==> src/rtl/systarr_ctrl_if.sv <==
// rtl/systarr_ctrl_if.sv - job request and array-control bundle for the DTW systolic sequencer
// i_stall is present only when SYSTARR_CTRL_STALL_EN is defined.
interface systarr_ctrl_if #(
    parameter int NPE  = 6,
    parameter int IDXW = 5
);
    logic             i_start;
    logic [5:0]       i_tlen;
    logic [5:0]       i_rlen;
`ifdef SYSTARR_CTRL_STALL_EN
    logic             i_stall;
`endif
    logic             o_busy;
    logic             o_done;
    logic             o_err;
    logic             o_ena;
    logic [IDXW-1:0]  o_tindex;
    logic [IDXW-1:0]  o_rindex;
    logic [IDXW-1:0]  o_taddr;
    logic [IDXW-1:0]  o_raddr;
    logic [2*NPE-1:0] o_tsrc;
    logic [2*NPE-1:0] o_rsrc;
    logic [NPE-1:0]   o_colvalid;
    logic [2:0]       o_tile;

    modport master (
`ifdef SYSTARR_CTRL_STALL_EN
        output i_stall,
`endif
        output i_start, i_tlen, i_rlen,
        input  o_busy, o_done, o_err, o_ena, o_tindex, o_rindex, o_taddr, o_raddr,
        input  o_tsrc, o_rsrc, o_colvalid, o_tile
    );

    modport slave (
`ifdef SYSTARR_CTRL_STALL_EN
        input  i_stall,
`endif
        input  i_start, i_tlen, i_rlen,
        output o_busy, o_done, o_err, o_ena, o_tindex, o_rindex, o_taddr, o_raddr,
        output o_tsrc, o_rsrc, o_colvalid, o_tile
    );
endinterface

==> src/rtl/systarr_ctrl.sv <==
// rtl/systarr_ctrl.sv - tile/wavefront sequencer for the 6-PE DTW systolic array
// Optional pause input enabled by defining SYSTARR_CTRL_STALL_EN.
module systarr_ctrl #(
    parameter int NPE    = 6,
    parameter int IDXW   = 5,
    parameter int MAXLEN = 32
) (
    input  logic          clk,
    input  logic          nrst,
    systarr_ctrl_if.slave bus
);
    typedef enum logic [1:0] {
        S_IDLE  = 2'd0,
        S_RLOAD = 2'd1,
        S_RUN   = 2'd2,
        S_DONE  = 2'd3
    } state_t;

    state_t           state_q, state_d;
    logic [5:0]       cnt_q, cnt_d;
    logic [5:0]       tlen_q, tlen_d;
    logic [5:0]       rlen_q, rlen_d;
    logic [2:0]       tile_q, tile_d;
    logic             busy_q, busy_d;
    logic             done_q, done_d;
    logic             err_q, err_d;
    logic             ena_q, ena_d;
    logic [IDXW-1:0]  tindex_q, tindex_d;
    logic [IDXW-1:0]  rindex_q, rindex_d;
    logic [2*NPE-1:0] tsrc_q, tsrc_d;
    logic [2*NPE-1:0] rsrc_q, rsrc_d;
    logic [NPE-1:0]   colvalid_q, colvalid_d;

    logic             stall;
    logic             frozen;
    logic             start_ok;
    logic             last_step;
    logic             last_tile;
    logic [6:0]       col;

`ifdef SYSTARR_CTRL_STALL_EN
    assign stall = bus.i_stall;
`else
    assign stall = 1'b0;
`endif

    assign frozen    = stall && (state_q == S_RLOAD || state_q == S_RUN);
    assign start_ok  = (bus.i_tlen != 6'd0) && (bus.i_tlen <= 6'(MAXLEN)) &&
                       (bus.i_rlen != 6'd0) && (bus.i_rlen <= 6'(MAXLEN));
    // A wavefront needs tlen+NPE-1 steps to drain through all PEs.
    assign last_step = ({1'b0, cnt_q} == 7'(tlen_q) + 7'(NPE - 2));
    assign last_tile = ((7'(tile_q) + 7'd1) * 7'(NPE) >= 7'(rlen_q));

    always_comb begin
        state_d = state_q;
        cnt_d   = cnt_q;
        tile_d  = tile_q;
        tlen_d  = tlen_q;
        rlen_d  = rlen_q;
        err_d   = 1'b0;
        unique case (state_q)
            S_IDLE: begin
                if (bus.i_start) begin
                    if (start_ok) begin
                        tlen_d  = bus.i_tlen;
                        rlen_d  = bus.i_rlen;
                        tile_d  = 3'd0;
                        cnt_d   = 6'd0;
                        state_d = S_RLOAD;
                    end else begin
                        err_d = 1'b1;
                    end
                end
            end
            S_RLOAD: begin
                if (!frozen) begin
                    if (cnt_q == 6'(NPE - 1)) begin
                        cnt_d   = 6'd0;
                        state_d = S_RUN;
                    end else begin
                        cnt_d = cnt_q + 6'd1;
                    end
                end
            end
            S_RUN: begin
                if (!frozen) begin
                    if (last_step) begin
                        cnt_d = 6'd0;
                        if (last_tile) begin
                            state_d = S_DONE;
                        end else begin
                            tile_d  = tile_q + 3'd1;
                            state_d = S_RLOAD;
                        end
                    end else begin
                        cnt_d = cnt_q + 6'd1;
                    end
                end
            end
            S_DONE: begin
                tile_d  = 3'd0;
                state_d = S_IDLE;
            end
            default: state_d = S_IDLE;
        endcase
    end

    // Outputs are decoded from the next state so they register alongside it.
    assign col = 7'(tile_d) * 7'(NPE) + 7'(cnt_d);

    always_comb begin
        busy_d     = (state_d != S_IDLE);
        done_d     = (state_d == S_DONE);
        ena_d      = 1'b0;
        tsrc_d     = '0;
        rsrc_d     = '0;
        tindex_d   = '0;
        rindex_d   = '0;
        colvalid_d = (state_q == S_IDLE) ? '0 : colvalid_q;
        if (frozen) begin
            tindex_d = tindex_q;
            rindex_d = rindex_q;
        end else if (state_d == S_RLOAD) begin
            ena_d = 1'b1;
            for (int k = 0; k < NPE; k++) begin
                if (cnt_d == 6'(k)) begin
                    if (col < {1'b0, rlen_d}) begin
                        rsrc_d[2*(NPE-1-k) +: 2] = 2'b10;
                        colvalid_d[NPE-1-k]      = 1'b1;
                        rindex_d                 = col[IDXW-1:0];
                    end else begin
                        rsrc_d[2*(NPE-1-k) +: 2] = 2'b11;
                        colvalid_d[NPE-1-k]      = 1'b0;
                    end
                end
            end
        end else if (state_d == S_RUN) begin
            ena_d  = 1'b1;
            tsrc_d = {(cnt_d < tlen_d) ? 2'b10 : 2'b11, {(NPE - 1){2'b01}}};
            if (cnt_d < tlen_d) begin
                tindex_d = cnt_d[IDXW-1:0];
            end
        end
    end

    always_ff @(posedge clk or negedge nrst) begin
        if (!nrst) begin
            state_q    <= S_IDLE;
            cnt_q      <= '0;
            tlen_q     <= '0;
            rlen_q     <= '0;
            tile_q     <= '0;
            busy_q     <= 1'b0;
            done_q     <= 1'b0;
            err_q      <= 1'b0;
            ena_q      <= 1'b0;
            tindex_q   <= '0;
            rindex_q   <= '0;
            tsrc_q     <= '0;
            rsrc_q     <= '0;
            colvalid_q <= '0;
        end else begin
            state_q    <= state_d;
            cnt_q      <= cnt_d;
            tlen_q     <= tlen_d;
            rlen_q     <= rlen_d;
            tile_q     <= tile_d;
            busy_q     <= busy_d;
            done_q     <= done_d;
            err_q      <= err_d;
            ena_q      <= ena_d;
            tindex_q   <= tindex_d;
            rindex_q   <= rindex_d;
            tsrc_q     <= tsrc_d;
            rsrc_q     <= rsrc_d;
            colvalid_q <= colvalid_d;
        end
    end

    assign bus.o_busy     = busy_q;
    assign bus.o_done     = done_q;
    assign bus.o_err      = err_q;
    assign bus.o_ena      = ena_q;
    assign bus.o_tindex   = tindex_q;
    assign bus.o_rindex   = rindex_q;
    assign bus.o_taddr    = tindex_q;
    assign bus.o_raddr    = rindex_q;
    assign bus.o_tsrc     = tsrc_q;
    assign bus.o_rsrc     = rsrc_q;
    assign bus.o_colvalid = colvalid_q;
    assign bus.o_tile     = tile_q;
endmodule

==> src/flat_wrapper.sv <==
// flat-port wrapper written by rule: the top's interface ports become plain ports
module systarr_ctrl_flat 
#(
    parameter int NPE    = 6,
    parameter int IDXW   = 5,
    parameter int MAXLEN = 32
)
  (clk, nrst, bus_i_start, bus_i_tlen, bus_i_rlen, bus_o_busy, bus_o_done, bus_o_err, bus_o_ena, bus_o_tindex, bus_o_rindex, bus_o_taddr, bus_o_raddr, bus_o_tsrc, bus_o_rsrc, bus_o_colvalid, bus_o_tile);
  systarr_ctrl_if #(.NPE(NPE), .IDXW(IDXW)) bus_i ();
  input  logic clk;
  input  logic nrst;
  input wire logic [$bits(bus_i.i_start)-1:0] bus_i_start;
  input wire logic [$bits(bus_i.i_tlen)-1:0] bus_i_tlen;
  input wire logic [$bits(bus_i.i_rlen)-1:0] bus_i_rlen;
  output wire logic [$bits(bus_i.o_busy)-1:0] bus_o_busy;
  output wire logic [$bits(bus_i.o_done)-1:0] bus_o_done;
  output wire logic [$bits(bus_i.o_err)-1:0] bus_o_err;
  output wire logic [$bits(bus_i.o_ena)-1:0] bus_o_ena;
  output wire logic [$bits(bus_i.o_tindex)-1:0] bus_o_tindex;
  output wire logic [$bits(bus_i.o_rindex)-1:0] bus_o_rindex;
  output wire logic [$bits(bus_i.o_taddr)-1:0] bus_o_taddr;
  output wire logic [$bits(bus_i.o_raddr)-1:0] bus_o_raddr;
  output wire logic [$bits(bus_i.o_tsrc)-1:0] bus_o_tsrc;
  output wire logic [$bits(bus_i.o_rsrc)-1:0] bus_o_rsrc;
  output wire logic [$bits(bus_i.o_colvalid)-1:0] bus_o_colvalid;
  output wire logic [$bits(bus_i.o_tile)-1:0] bus_o_tile;
  assign bus_i.i_start = bus_i_start;
  assign bus_i.i_tlen = bus_i_tlen;
  assign bus_i.i_rlen = bus_i_rlen;
  assign bus_o_busy = bus_i.o_busy;
  assign bus_o_done = bus_i.o_done;
  assign bus_o_err = bus_i.o_err;
  assign bus_o_ena = bus_i.o_ena;
  assign bus_o_tindex = bus_i.o_tindex;
  assign bus_o_rindex = bus_i.o_rindex;
  assign bus_o_taddr = bus_i.o_taddr;
  assign bus_o_raddr = bus_i.o_raddr;
  assign bus_o_tsrc = bus_i.o_tsrc;
  assign bus_o_rsrc = bus_i.o_rsrc;
  assign bus_o_colvalid = bus_i.o_colvalid;
  assign bus_o_tile = bus_i.o_tile;
  systarr_ctrl #(.NPE(NPE), .IDXW(IDXW), .MAXLEN(MAXLEN)) u_core (.clk(clk), .nrst(nrst), .bus(bus_i));
endmodule
==> config.mk <==
export PLATFORM = sky130hd
export DESIGN_NAME = systarr_ctrl_flat
export DESIGN_NICKNAME = d
export VERILOG_FILES = /design/src/rtl/systarr_ctrl_if.sv /design/src/rtl/systarr_ctrl.sv /design/src/flat_wrapper.sv
export SDC_FILE = /design/constraint.sdc
export NUM_CORES = 1
export LEC_CHECK = 0
export ABC_AREA = 1
export BUFFER_PORTS_ARGS = -buffer_cell sky130_fd_sc_hd__buf_4
export CAP_MARGIN = 20
export CORE_MARGIN = 2
export CORE_UTILIZATION = 56
export CTS_BUF_LIST = sky130_fd_sc_hd__clkbuf_16
export DETAILED_ROUTE_END_ITERATION = 10
export PLACE_DENSITY_LB_ADDON = 0.08
export SLEW_MARGIN = 20
export SYNTH_ARGS = -nofsm -noshare
export SYNTH_HDL_FRONTEND = slang
export SYNTH_SLANG_ARGS = --single-unit
==> constraint.sdc <==
create_clock -name clk -period 7.9 [get_ports clk]
set_clock_uncertainty 0.2 [all_clocks]
set_input_delay 0.79 -clock clk [delete_from_list [all_inputs] [get_ports clk]]
set_output_delay 0.79 -clock clk [all_outputs]
set_load 0.02 [all_outputs]
## Word-level counts from Yosys, hierarchy flattened

Cells that the tools add are included.

| storage, ports and cells | value |
|---|---|
| bits in registers | 67 |

| cells by class | value |
|---|---|
| add/sub/neg operators | 5 |
| $mul | 2 |
| magnitude comparators | 5 |
| equality and inequality tests | 13 |
| multiplexer cells | 65 |
| reductions and logical operators | 8 |

Operator list:

| operator | number |
|---|---|
| 5-bit two-way mux | 18 |
| 6-bit two-way mux | 12 |
| 12-bit two-way mux | 3 |
| 2-bit two-way mux | 11 |
| 6-bit by 3-bit equality test with 1-bit output (second input constant) | 3 |
| 6-bit case mux with 3 select lines | 1 |
| 1-bit two-way mux | 14 |
| 6-bit by 2-bit equality test with 1-bit output (second input constant) | 2 |
| 6-bit less-or-equal comparator (second input constant) | 2 |
| 3-bit two-way mux | 4 |
| 6-bit nonzero test | 2 |
| 3-bit case mux with 3 select lines | 1 |
| 2-bit equality test (second input constant) | 4 |
| 2-bit case mux with 4 select lines | 1 |
| 6-bit by 3-bit adder with 7-bit output (second input constant) | 1 |
| 6-bit by 6-bit adder with 7-bit output | 1 |
| 6-bit by 7-bit equality test with 1-bit output | 1 |
| 7-bit by 6-bit greater-or-equal comparator with 1-bit output | 1 |
| 7-bit by 6-bit < comparator with 1-bit output | 1 |
| 7-bit by 2-bit multiplier with 6-bit output (second input constant) | 1 |
| 6-bit by 1-bit adder with 6-bit output (second input constant) | 1 |
| 6-bit by 1-bit equality test with 1-bit output (second input constant) | 1 |
| 6-bit logical NOT | 1 |
| 6-bit < comparator | 1 |
| other kinds (7) | 10 |

## Longest topological paths before layout

Gate-level depths: netlist of the first run.

| depth | value |
|---|---|
| word-level depth | 25 |
| depth in mapped cells | 31 |
| mapped depth without buffers | 31 |

## Worst setup path after synthesis of the first run

OpenSTA, ideal clock, no wires.

| timing | value |
|---|---|
| kind | reg-to-reg |
| start | register u_core.tile_q[0] (netlist: u_core.bus.o_tile[0]) |
| end | register u_core.rsrc_q[10] (netlist: u_core.bus.o_rsrc[10]) |
| setup time | 119 ps |
| arrival | 5277 ps |
| required time | 7581 ps |
| setup slack | 2304 ps |
| stages on the path, launching flop included | 28 |
| buffers on the path | 0 |
| cell sequence | dfrtp_1 -> inv_1 -> ha_1 -> inv_1 -> fa_1 -> xor2_1 -> ha_1 -> inv_1 -> nor2_1 -> o21ai_0 -> nand2_1 -> nand2_1 -> nand3_1 -> a22oi_1 -> inv_1 -> ha_1 -> fa_1 -> ha_1 -> nand3_1 -> nand3_1 -> xor2_1 -> inv_1 -> ha_1 -> a21oi_1 -> nor2_1 -> a2111oi_0 -> nand2_2 -> and2_1 |

| between the ends | value |
|---|---|
| word-level cells in the longest chain between the ends | 12 |
| elaborated cells on any way between the ends | 19 |
| classes of those cells | 3 x add/sub; 2 x mul; 2 x order compare; 1 x eq/ne; 11 x mux |

Ends and longest elaborated chain:

| element | RTL line | RTL |
|---|---|---|
| start, declared | systarr_ctrl.sv:23 | `logic [2:0] tile_q, tile_d;` |
| start signal, assigned | systarr_ctrl.sv:167 | `tile_q <= tile_d;` |
| 3-bit by 1-bit adder with 4-bit output | systarr_ctrl.sv:52 | `assign last_tile = ((7'(tile_q) + 7'd1) * 7'(NPE) >= 7'(rlen_q));` |
| 7-bit by 2-bit multiplier with 6-bit output | systarr_ctrl.sv:52 |  |
| 7-bit by 6-bit greater-or-equal comparator with 1-bit output | systarr_ctrl.sv:52 |  |
| 3-bit two-way mux (*) | systarr_ctrl.sv:89 | `if (last_tile) begin` |
| 3-bit two-way mux (*) | systarr_ctrl.sv:87 | `if (last_step) begin` |
| 3-bit case mux with 3 select lines (*) | systarr_ctrl.sv:61 | `unique case (state_q)` |
| net u_core.tile_d[1] | systarr_ctrl.sv:23 |  |
| 3-bit by 2-bit multiplier with 5-bit output (*) | systarr_ctrl.sv:109 | `assign col = 7'(tile_d) * 7'(NPE) + 7'(cnt_d);` |
| 6-bit by 6-bit adder with 7-bit output (*) | systarr_ctrl.sv:109 |  |
| 7-bit by 6-bit < comparator with 1-bit output (*) | systarr_ctrl.sv:127 | `if (col < {1'b0, rlen_d}) begin` |
| 1-bit two-way mux (*) | systarr_ctrl.sv:127 |  |
| 2-bit two-way mux (*) | systarr_ctrl.sv:126 | `if (cnt_d == 6'(k)) begin` |
| 12-bit two-way mux (*) | systarr_ctrl.sv:123 | `end else if (state_d == S_RLOAD) begin` |
| net u_core.rsrc_d[10] | systarr_ctrl.sv:31 | `logic [2*NPE-1:0] rsrc_q, rsrc_d;` |
| end signal, assigned | systarr_ctrl.sv:175 | `rsrc_q <= rsrc_d;` |
| end, declared | systarr_ctrl.sv:31 |  |

The timed path passes the listed nets; every way through them passes the cells marked *.

## Final worst setup path of the first run

| timing | value |
|---|---|
| start | register u_core.tile_q[0] (netlist: u_core.bus.o_tile[0]) |
| end | register u_core.colvalid_q[3] (netlist: u_core.bus.o_colvalid[3]) |

| between the ends | value |
|---|---|
| word-level cells in the longest chain between the ends | 12 |
| elaborated cells on any way between the ends | 19 |
| classes of those cells | 3 x add/sub; 2 x mul; 2 x order compare; 1 x eq/ne; 11 x mux |

Ends and longest elaborated chain:

| element | RTL line | RTL |
|---|---|---|
| 3-bit by 1-bit adder with 4-bit output | systarr_ctrl.sv:52 |  |
| 7-bit by 2-bit multiplier with 6-bit output | systarr_ctrl.sv:52 |  |
| 7-bit by 6-bit greater-or-equal comparator with 1-bit output | systarr_ctrl.sv:52 |  |
| 3-bit two-way mux (*) | systarr_ctrl.sv:89 |  |
| 3-bit two-way mux (*) | systarr_ctrl.sv:87 |  |
| 3-bit case mux with 3 select lines (*) | systarr_ctrl.sv:61 |  |
| net u_core.tile_d[1] | systarr_ctrl.sv:23 |  |
| 3-bit by 2-bit multiplier with 5-bit output (*) | systarr_ctrl.sv:109 |  |
| 6-bit by 6-bit adder with 7-bit output (*) | systarr_ctrl.sv:109 |  |
| 7-bit by 6-bit < comparator with 1-bit output (*) | systarr_ctrl.sv:127 |  |
| 1-bit two-way mux (*) | systarr_ctrl.sv:127 |  |
| 1-bit two-way mux (*) | systarr_ctrl.sv:126 |  |
| 6-bit two-way mux (*) | systarr_ctrl.sv:123 |  |
| net u_core.colvalid_d[3] | systarr_ctrl.sv:32 | `logic [NPE-1:0] colvalid_q, colvalid_d;` |
| end signal, assigned | systarr_ctrl.sv:176 | `colvalid_q <= colvalid_d;` |
| end, declared | systarr_ctrl.sv:32 |  |

Marked as above.

==> results of run 1 <==
==> cell usage after synthesis, types with 2 or more instances <==
master	n	share of area [%]
sky130_fd_sc_hd__xnor2_1	2	0.47
sky130_fd_sc_hd__dfrtp_1	57	38
sky130_fd_sc_hd__xor2_1	8	1.9
sky130_fd_sc_hd__fa_1	3	1.6
sky130_fd_sc_hd__or2_2	6	1.0
sky130_fd_sc_hd__nor2_4	4	1.2
sky130_fd_sc_hd__and2_1	2	0.34
sky130_fd_sc_hd__nand2_2	17	2.9
sky130_fd_sc_hd__inv_2	7	0.71
sky130_fd_sc_hd__nand3_2	4	1.1
sky130_fd_sc_hd__buf_4	20	4.0
sky130_fd_sc_hd__nand2_1	94	9.5
sky130_fd_sc_hd__nor3_1	2	0.27
sky130_fd_sc_hd__ha_1	36	12
sky130_fd_sc_hd__nand4_1	5	0.84
sky130_fd_sc_hd__a21oi_1	9	1.2
sky130_fd_sc_hd__inv_1	75	7.6
sky130_fd_sc_hd__nand3_1	25	3.4
sky130_fd_sc_hd__nand2_4	4	1.2
sky130_fd_sc_hd__nor2_2	8	1.3
sky130_fd_sc_hd__nor2_1	32	3.2
sky130_fd_sc_hd__o21ai_0	13	1.8
==> power groups by stage <==
stage	combinational [W]	clock, W	sequential (W)
6_report	0.000814	0.000373	0.000437
4_1_cts	0.000816	0.000375	0.000437
5_1_grt	0.000914	0.000391	0.000448
2_1_floorplan	0.000557	0	0.000469
3_3_place_gp	0.000791	0	0.000439
3_5_place_dp	0.000804	0	0.000440
==> worst max-delay path: cells and delay by family (launching register included) <==
family	cells	cell delay (ns)
compound gates	5	1.20
xor+xnor	1	0.17
fa+ha+maj	7	2.44
buf+inv	5	0.47
flops	1	0.42
simple gates	10	1.12
==> state kept, by name, indices dropped and copies added, names as in the netlist, 2 cells and up <==
register and cells:
u_core.bus.o_rsrc 12, u_core.rlen_q 6, u_core.bus.o_tsrc 2, u_core.bus.o_taddr 5
u_core.cnt_q 6, u_core.bus.o_colvalid 6, u_core.tlen_q 6, u_core.bus.o_raddr 5
u_core.bus.o_tile 3, u_core.state_q 2
==> per-stage QoR <==
step	total power, W	cell area [um2]
finish	0.00162	4440
global route	0.00175	4440
CTS	0.00163	4440
detailed placement	0.00124	4160
global placement	0.00123	4160
floorplan	0.00103	3720
==> area by class of cell <==
| type | count | share of cell area, % |
|---|---|---|
| clock buffers | 9 | 5.07 |
| inverters | 83 | 7.04 |
| multi-input cells | 292 | 41.1 |
| flip-flops and latches | 57 | 32.1 |
| repair buffers | 66 | 11.2 |
| well taps | 77 | 2.17 |
| clock inverters | 6 | 1.35 |
==> cell families (layout without fill, tap and decap cells) <==
family	count (synthesis)	in the layout	share of synthesized area, %
compound gates	31	31	4.92
xor+xnor	10	10	2.36
fa+ha+maj	39	39	13.8
buf+inv	105	164	12.7
flops	57	57	38.4
other cells	1	5	0.101
simple gates	207	207	27.7
==> cells in the final DEF (no fill, tap or decap) <==
cell type	instances
sky130_fd_sc_hd__a2111oi_0	1
sky130_fd_sc_hd__a211oi_1	1
sky130_fd_sc_hd__a21boi_0	1
sky130_fd_sc_hd__a21o_1	1
sky130_fd_sc_hd__a21oi_1	9
sky130_fd_sc_hd__a21oi_2	1
sky130_fd_sc_hd__a22oi_1	1
sky130_fd_sc_hd__and2_1	2
sky130_fd_sc_hd__and3_1	1
sky130_fd_sc_hd__buf_4	66
sky130_fd_sc_hd__bufinv_16	1
sky130_fd_sc_hd__clkbuf_16	9
sky130_fd_sc_hd__clkinv_2	4
sky130_fd_sc_hd__clkinvlp_4	2
sky130_fd_sc_hd__conb_1	5
sky130_fd_sc_hd__dfrtp_1	57
sky130_fd_sc_hd__fa_1	3
sky130_fd_sc_hd__ha_1	36
sky130_fd_sc_hd__inv_1	75
sky130_fd_sc_hd__inv_2	7
sky130_fd_sc_hd__nand2_1	94
sky130_fd_sc_hd__nand2_2	17
sky130_fd_sc_hd__nand2_4	4
sky130_fd_sc_hd__nand3_1	25
sky130_fd_sc_hd__nand3_2	4
sky130_fd_sc_hd__nand3_4	1
sky130_fd_sc_hd__nand3b_1	1
sky130_fd_sc_hd__nand4_1	5
sky130_fd_sc_hd__nor2_1	32
sky130_fd_sc_hd__nor2_2	8
sky130_fd_sc_hd__nor2_4	4
sky130_fd_sc_hd__nor2_8	1
sky130_fd_sc_hd__nor3_1	2
sky130_fd_sc_hd__o211ai_1	1
sky130_fd_sc_hd__o21ai_0	13
sky130_fd_sc_hd__o21ai_2	1
sky130_fd_sc_hd__o221ai_1	1
sky130_fd_sc_hd__or2_2	6
sky130_fd_sc_hd__xnor2_1	2
sky130_fd_sc_hd__xor2_1	8
==> layer usage <==
| layer | up-vias | track usage [%] | share of wire, % | wire length [um] |
|---|---|---|---|---|
| met1 | 1378 | 31.8 | 46 | 3670 |
| met2 | 74 | 39.0 | 48 | 3780 |
| met5 | - | 0 | 0 | 0 |
| met3 | 6 | 5.16 | 5.3 | 418 |
| li1 | 1489 | - | - | - |
| met4 | 0 | 7.07 | 0.72 | 57 |
==> final timing paths <==
| path | start | to | slack [ns] | cells past startpoint |
|---|---|---|---|---|
| hold / removal | nrst | u_core.tlen_q[3]$_DFF_PN0_ | 0.32 | 1 |
| setup / recovery | u_core.bus.o_tile[0]$_DFF_PN0_ | u_core.bus.o_colvalid[3]$_DFF_PN0_ | 1.82 | 28 |
| setup reg to reg | u_core.bus.o_tile[0]$_DFF_PN0_ | u_core.bus.o_colvalid[3]$_DFF_PN0_ | 1.82 | 28 |
| hold reg to reg | u_core.rlen_q[0]$_DFF_PN0_ | u_core.rlen_q[0]$_DFF_PN0_ | 0.36 | 2 |
| max in group asynchronous | nrst | u_core.bus.o_tile[2]$_DFF_PN0_ | 6.69 | 1 |
| min in group clk | u_core.rlen_q[0]$_DFF_PN0_ | u_core.rlen_q[0]$_DFF_PN0_ | 0.36 | 2 |
==> impl_results.rst, run 1 <==
.. list-table::
   :header-rows: 1

   * - Metric
     - Value
   * - Outcome
     - completed
   * - Gpl congestion
     - 0.860
   * - Classification of the worst setup path
     - flop to flop
   * - Slowest library cell on the worst path
     - sky130_fd_sc_hd__fa_1
   * - Setup Buffers After CTS
     - 0
   * - Fin worst setup slack
     - 1.82 ns
   * - Post-Route Hold Slack
     - 0.317 ns
   * - Fraction of final layout cells sized beyond drive strength 1
     - a little over a quarter
   * - Total leakage power
     - 2.57 nW
   * - Final Routed Wirelength
     - roughly 7.9 mm
   * - Post-layout utilization of the core
     - 69.6%
   * - Worst-path fanout max
     - 9
   * - Number of flip-flops and latches in the synthesized netlist
     - 57
   * - Number of detailed-routing iterations run before antenna repair
     - 4
   * - Share of total power in sequential cells
     - 26.9%
   * - Leftover overflow at the end of global routing
     - 0
   * - Post-cts sizing count
     - 0
   * - Total setup violations reported at the end of the flow
     - 0
   * - Total die area
     - between 7000 and 8000 um2
   * - Std cell rows
     - 29
   * - Net count, final
     - roughly 560
   * - Clock tree root driver cell
     - sky130_fd_sc_hd__clkbuf_16
   * - H-tree depth
     - 3
   * - Post-place setup slack
     - between 1.5 and 2 ns
   * - Tightest Hold Check Type
     - input pin to async pin
   * - Placed Cells
     - around 580
   * - Synthesized area per cell
     - just over 8 um2
   * - Multi-input gate area
     - about 1800 um2
   * - Arrival time at the worst endpoint
     - 6.15 ns
   * - Switching power as a share of total power
     - a little under half
   * - Via-per-instance ratio
     - about 5
   * - Ys flop type
     - sky130_fd_sc_hd__dfrtp_1
   * - Horizontal extent of the die
     - ~85 um
   * - # diodes
     - 0
   * - Syn-to-layout area delta
     - 19.8%
   * - Endpoint kind of the worst setup timing path
     - flop
   * - Drt initial violations
     - ~110
   * - Initial antenna violation count
     - 0
   * - Post-route DRC
     - 0
   * - Synth Cell Area
     - 3710 um2
   * - Peak supply drop
     - 0.209 mV
   * - Max Clk Rate
     - 165 MHz
   * - Pin count of the biggest net entering global routing
     - just under 60
   * - Worst-skew pair later-pin latency
     - about 0.33 ns
   * - Inserted Clock Buffers
     - 9
   * - Remaining antenna violation count
     - 0
   * - Number of non-filler instances in the completed layout
     - ~600
   * - Number of sinks handled by clock tree synthesis
     - 57
   * - Area inside the core boundary
     - roughly 6400 um2
   * - Hold Violations, Final
     - 0
   * - Max-slew violation total from the final report
     - 0
   * - Buffer levels on the longest clock path
     - 2
   * - Number of enable-type register cells in the synthesized netlist
     - 0
   * - Share of synthesized area occupied by flip-flops and latches
     - between 30 and 40%
   * - Setup crit start kind
     - flop
   * - Count of unique library cells instantiated by Yosys
     - 39
   * - Detailed-route wire length per cell
     - between 10 and 15 um
   * - P per Cell Area
     - between 300 and 400 nW/um2
   * - Post-CTS Hold Fix Bufs
     - 0
   * - Fraction of the cycle the final worst path needs
     - 76.9%
   * - Share of flip-flops with an asynchronous set or reset after synthesis
     - 100%
   * - Internal power
     - roughly 0.0009 W
   * - Normalized max-slew margin
     - between 40% and 50%
   * - Count of maximum capacitance violations
     - 0
   * - Tightest Pin Transition
     - approximately 0.77 ns
   * - Initial core utilization
     - roughly 58%
   * - Area occupied by registers
     - 1430 um2
   * - Number of input and output port buffers inserted
     - 66
   * - Overall via count from detail_route
     - 2947
   * - Clock tree from TritonCTS
     - built
   * - Detailed Place HPWL
     - a little under 6 mm
   * - Io pins
     - 72
   * - Vias in the first global route
     - slightly below 3k
   * - Clock-pin slew on the worst setup and hold paths
     - ~0.05 ns
   * - RSZ-0062 raised after global routing
     - no
   * - Total Routing Usage GR
     - a little under a quarter
   * - Overall die height
     - 85.4 um
   * - Clock period minus final worst setup slack
     - about 6.1 ns
   * - Switching power total
     - about 0.00073 W
   * - Wire length of the first global-routing pass
     - 13.6 mm
   * - Worst path max stage delay
     - 0.56 ns
   * - Synthesized instance count
     - 450
   * - Required time worst endpoint
     - about 8 ns
   * - Yosys warnings
     - 0
   * - Number of fillers in the final layout
     - approximately 520
   * - Total Negative Setup Slacks
     - 0 ns
   * - Clock share of power
     - 23.0%
   * - Combinational cell fraction of total power
     - 50.1%
Power figures use the tool's default switching activity.
==> inputs of run 2 (changes only) <==
==> constraint.sdc (replaced) <==
create_clock -name clk -period 6 [get_ports clk]
set_clock_uncertainty 0.2 [all_clocks]
set_input_delay 0.6 -clock clk [delete_from_list [all_inputs] [get_ports clk]]
set_output_delay 0.6 -clock clk [all_outputs]
set_load 0.02 [all_outputs]
==> run 2 against run 1 <==
  * Worst setup slack got worse by 1.4 ns
  * First-iteration DRC count is 25% higher
  * Maximum frequency is 9.2% higher
  * Worst hold slack got worse by 0.20 ns
  * Sequential cell count is the same
  * Clock power rose by 44%
  * Die area unchanged
  * Sequential power grew 32%
  * Combinational power up 34%
  * Register-to-register slack lost 1.4 ns
  * Non-clock buffer count up 2
  * Cell count grew 0.51%
  * Critical endpoint unchanged
  * Largest cell class unchanged
  * Highest routed layer unchanged
==> impl_results.rst, run 2 (synthesis gave the netlist of run 1 again) <==
.. list-table::
   :header-rows: 1

   * - Metric
     - Value
   * - Fraction of the cycle the final worst path needs
     - 92.8% (was 76.9%)
   * - Overall die height
     - 85.4 um (unchanged)
   * - Initial antenna violation count
     - 0 (unchanged)
   * - Internal power
     - 0.00123 W (was 0.000892 W)
   * - Peak supply drop
     - 0.335 mV (was 0.209 mV)
   * - Worst reg2reg endpoint
     - u_core.bus.o_colvalid[3]$_DFF_PN0_ (unchanged)
   * - Hold Violations, Final
     - 0 (unchanged)
   * - Total setup violations reported at the end of the flow
     - 0 (unchanged)
   * - Leftover overflow at the end of global routing
     - 0 (unchanged)
   * - Worst reg-to-reg path cell count
     - 29 (was 28)
   * - Count of maximum capacitance violations
     - 0 (unchanged)
   * - H-tree depth
     - 3 (unchanged)
   * - Wire length of the first global-routing pass
     - 13.9 mm (was 13.6 mm)
   * - Worst path max stage delay
     - 0.56 ns (about the same)
   * - Most common cell after layout, fill and taps aside
     - sky130_fd_sc_hd__nand2_1 (unchanged)
   * - Post-route standard cell area excluding fillers
     - 4520 um2 (was 4440 um2)
   * - P per Cell Area
     - 488 nW/um2 (was 365 nW/um2)
   * - Remaining antenna violation count
     - 0 (unchanged)
   * - Via-per-instance ratio
     - 5.03 (was 4.99)
   * - Number of fillers in the final layout
     - 491 (was 523)
   * - Tightest Pin Transition
     - 0.723 ns (was 0.766 ns)
   * - Drt initial violations
     - 133 (was 106)
   * - Clock tree from TritonCTS
     - built (unchanged)
   * - Clock period minus final worst setup slack
     - 5.57 ns (was 6.08 ns)
   * - Endpoint kind of the worst setup timing path
     - flop (unchanged)
   * - Share of total power in sequential cells
     - 26.2% (was 26.9%)
   * - Setup crit start kind
     - flop (unchanged)
   * - # diodes
     - 0 (unchanged)
   * - Pin count of the biggest net entering global routing
     - 58 (unchanged)
   * - Overall via count from detail_route
     - 2985 (was 2947)
   * - Placed standard-cell area
     - 4170 um2 (was 4160 um2)
   * - Largest register FFs
     - 12 (unchanged)
   * - Std cell rows
     - 29 (unchanged)
   * - Normalized max-slew margin
     - 51.8% (was 48.4%)
   * - Post-route DRC
     - 0 (unchanged)
   * - Detailed-route wire length per cell
     - 14.1 um (was 13.4 um)
   * - Total Routing Usage GR
     - 24.8% (was 23.8%)
   * - Outcome
     - completed (unchanged)
   * - Switching power total
     - 0.000979 W (was 0.000731 W)
   * - Vias in the first global route
     - 2936 (was 2926)
   * - Classification of the worst setup path
     - flop to flop (unchanged)
   * - Worst-path fanout max
     - 9 (unchanged)
   * - Register-to-register setup slack
     - 0.43 ns (was 1.82 ns)
   * - Net count, final
     - 565 (was 563)
   * - Combinational cell fraction of total power
     - 49.5% (was 50.1%)
   * - Clock tree root driver cell
     - sky130_fd_sc_hd__clkbuf_16 (unchanged)
   * - Number of detailed-routing iterations run before antenna repair
     - 4 (unchanged)
   * - Switching power as a share of total power
     - 44.4% (was 45.1%)
   * - Number of sinks handled by clock tree synthesis
     - 57 (unchanged)
   * - Commonest cells after routing, fill and taps aside
     - sky130_fd_sc_hd__nand2_1, sky130_fd_sc_hd__inv_1, sky130_fd_sc_hd__buf_4, sky130_fd_sc_hd__dfrtp_1, sky130_fd_sc_hd__ha_1 (unchanged)
   * - Number of input and output port buffers inserted
     - 66 (unchanged)
   * - Gpl congestion
     - 0.841 (was 0.860)
   * - Clock share of power
     - 24.4% (was 23.0%)
   * - Total Negative Setup Slacks
     - 0 ns (unchanged)
   * - Clock-pin slew on the worst setup and hold paths
     - 0.05 ns (about the same)
   * - Tightest Hold Check Type
     - input pin to async pin (unchanged)
   * - Total leakage power
     - 2.59 nW (was 2.57 nW)
   * - Buffer levels on the longest clock path
     - 2 (unchanged)
   * - RR Startpoint
     - u_core.bus.o_tile[0]$_DFF_PN0_ (unchanged)
   * - Inserted Clock Buffers
     - 9 (unchanged)
   * - Initial core utilization
     - 58.1% (unchanged)
   * - Max Clk Rate
     - 180 MHz (was 165 MHz)
   * - Total die area
     - 7290 um2 (unchanged)
   * - Fraction of final layout cells sized beyond drive strength 1
     - 28.1% (was 26.5%)
   * - Required time worst endpoint
     - 6.07 ns (was 7.97 ns)
   * - Syn-to-layout area delta
     - 21.9% (was 19.8%)
   * - Max-slew violation total from the final report
     - 0 (unchanged)
   * - Io pins
     - 72 (unchanged)
   * - Worst-skew pair later-pin latency
     - 0.33 ns (about the same)
   * - Final Routed Wirelength
     - 8.38 mm (was 7.93 mm)
   * - Post-CTS Hold Fix Bufs
     - 0 (unchanged)
   * - Area inside the core boundary
     - 6390 um2 (unchanged)
   * - Slowest library cell on the worst path
     - sky130_fd_sc_hd__fa_1 (unchanged)
   * - Arrival time at the worst endpoint
     - 5.64 ns (was 6.15 ns)
   * - Detailed Place HPWL
     - 6.12 mm (was 5.95 mm)
   * - Horizontal extent of the die
     - 85.4 um (unchanged)
==> run 2: per-layer routing <==
layer	vias to the layer above	GRT usage (%)	wire [um]
met2	80	40.5	4070
met4	0	12.1	252
met1	1386	31.5	3660
met5	-	0	0
li1	1499	-	-
met3	20	4.86	400
==> run 2: area by class of cell <==
| cell class | instances | area (um2) | area share [%] |
|---|---|---|---|
| Sequential cell | 57 | 1430 | 31.6 |
| Multi-Input combinational cell | 292 | 1860 | 41.2 |
| Timing Repair Buffer | 68 | 510 | 11.3 |
| Clock buffer | 9 | 225 | 4.98 |
| Tap cell | 77 | 96.3 | 2.13 |
| Inverter | 83 | 313 | 6.92 |
| Clock inverter | 7 | 86.3 | 1.91 |
==> run 2: power by group through the flow <==
stage	Clock (W)	Combinational (W)	Sequential [W]
after global placement	0	0.00104	0.000578
after CTS	0.000545	0.00109	0.000576
after global routing	0.000562	0.00123	0.000591
after detailed placement	0	0.00106	0.000580
final	0.000538	0.00109	0.000577
after floorplan	0	0.000734	0.000618
==> run 2: what timing repair did <==
item / CTS / global route
setup buffers: 0 / 1
endpoints found under the setup margin: 0 / 17
resized for setup: 0 / 9
==> run 2: per-stage QoR <==
stage / hold WS [ns] / utilization [%] / power (W) / setup slack, ns / instances
floorplan: 0.104 / - / 0.00135 / 0.404 / 454
global placement: 0.327 / 65.2 / 0.00162 / 0.413 / 576
detailed placement: 0.322 / 65.2 / 0.00164 / 0.140 / 576
CTS: 0.162 / 70.1 / 0.00221 / 0.103 / 592
global route: 0.191 / 70.8 / 0.00238 / -0.0407 / 593
finish: 0.113 / 70.8 / 0.00220 / 0.434 / 593
==> run 2: worst max-delay path, delay by kind of cell, from the launching register on <==
kind                       cells  cell delay (ns)
AOI/OAI and AO/OA              5             0.82
buffers and inverters          6             0.57
adders and majority gates      7             2.44
DFF                            1             0.40
xor gates and xnor gates       1             0.15
and+or+nand+nor               10             0.90
==> run 2: worst max path at each step <==
| stage | from | endpoint | depth (start not counted) |
|---|---|---|---|
| global placement | u_core.bus.o_tile[0]$_DFF_PN0_ | u_core.bus.o_colvalid[2]$_DFF_PN0_ | 30 |
| finish | u_core.bus.o_tile[0]$_DFF_PN0_ | u_core.bus.o_colvalid[3]$_DFF_PN0_ | 29 |
| CTS | u_core.bus.o_tile[0]$_DFF_PN0_ | u_core.bus.o_raddr[4]$_DFF_PN0_ | 28 |
| global route | u_core.bus.o_tile[0]$_DFF_PN0_ | u_core.bus.o_colvalid[0]$_DFF_PN0_ | 30 |
| floorplan | u_core.bus.o_tile[0]$_DFF_PN0_ | u_core.bus.o_rsrc[10]$_DFF_PN0_ | 27 |
| detailed placement | u_core.bus.o_tile[0]$_DFF_PN0_ | u_core.bus.o_rsrc[4]$_DFF_PN0_ | 29 |
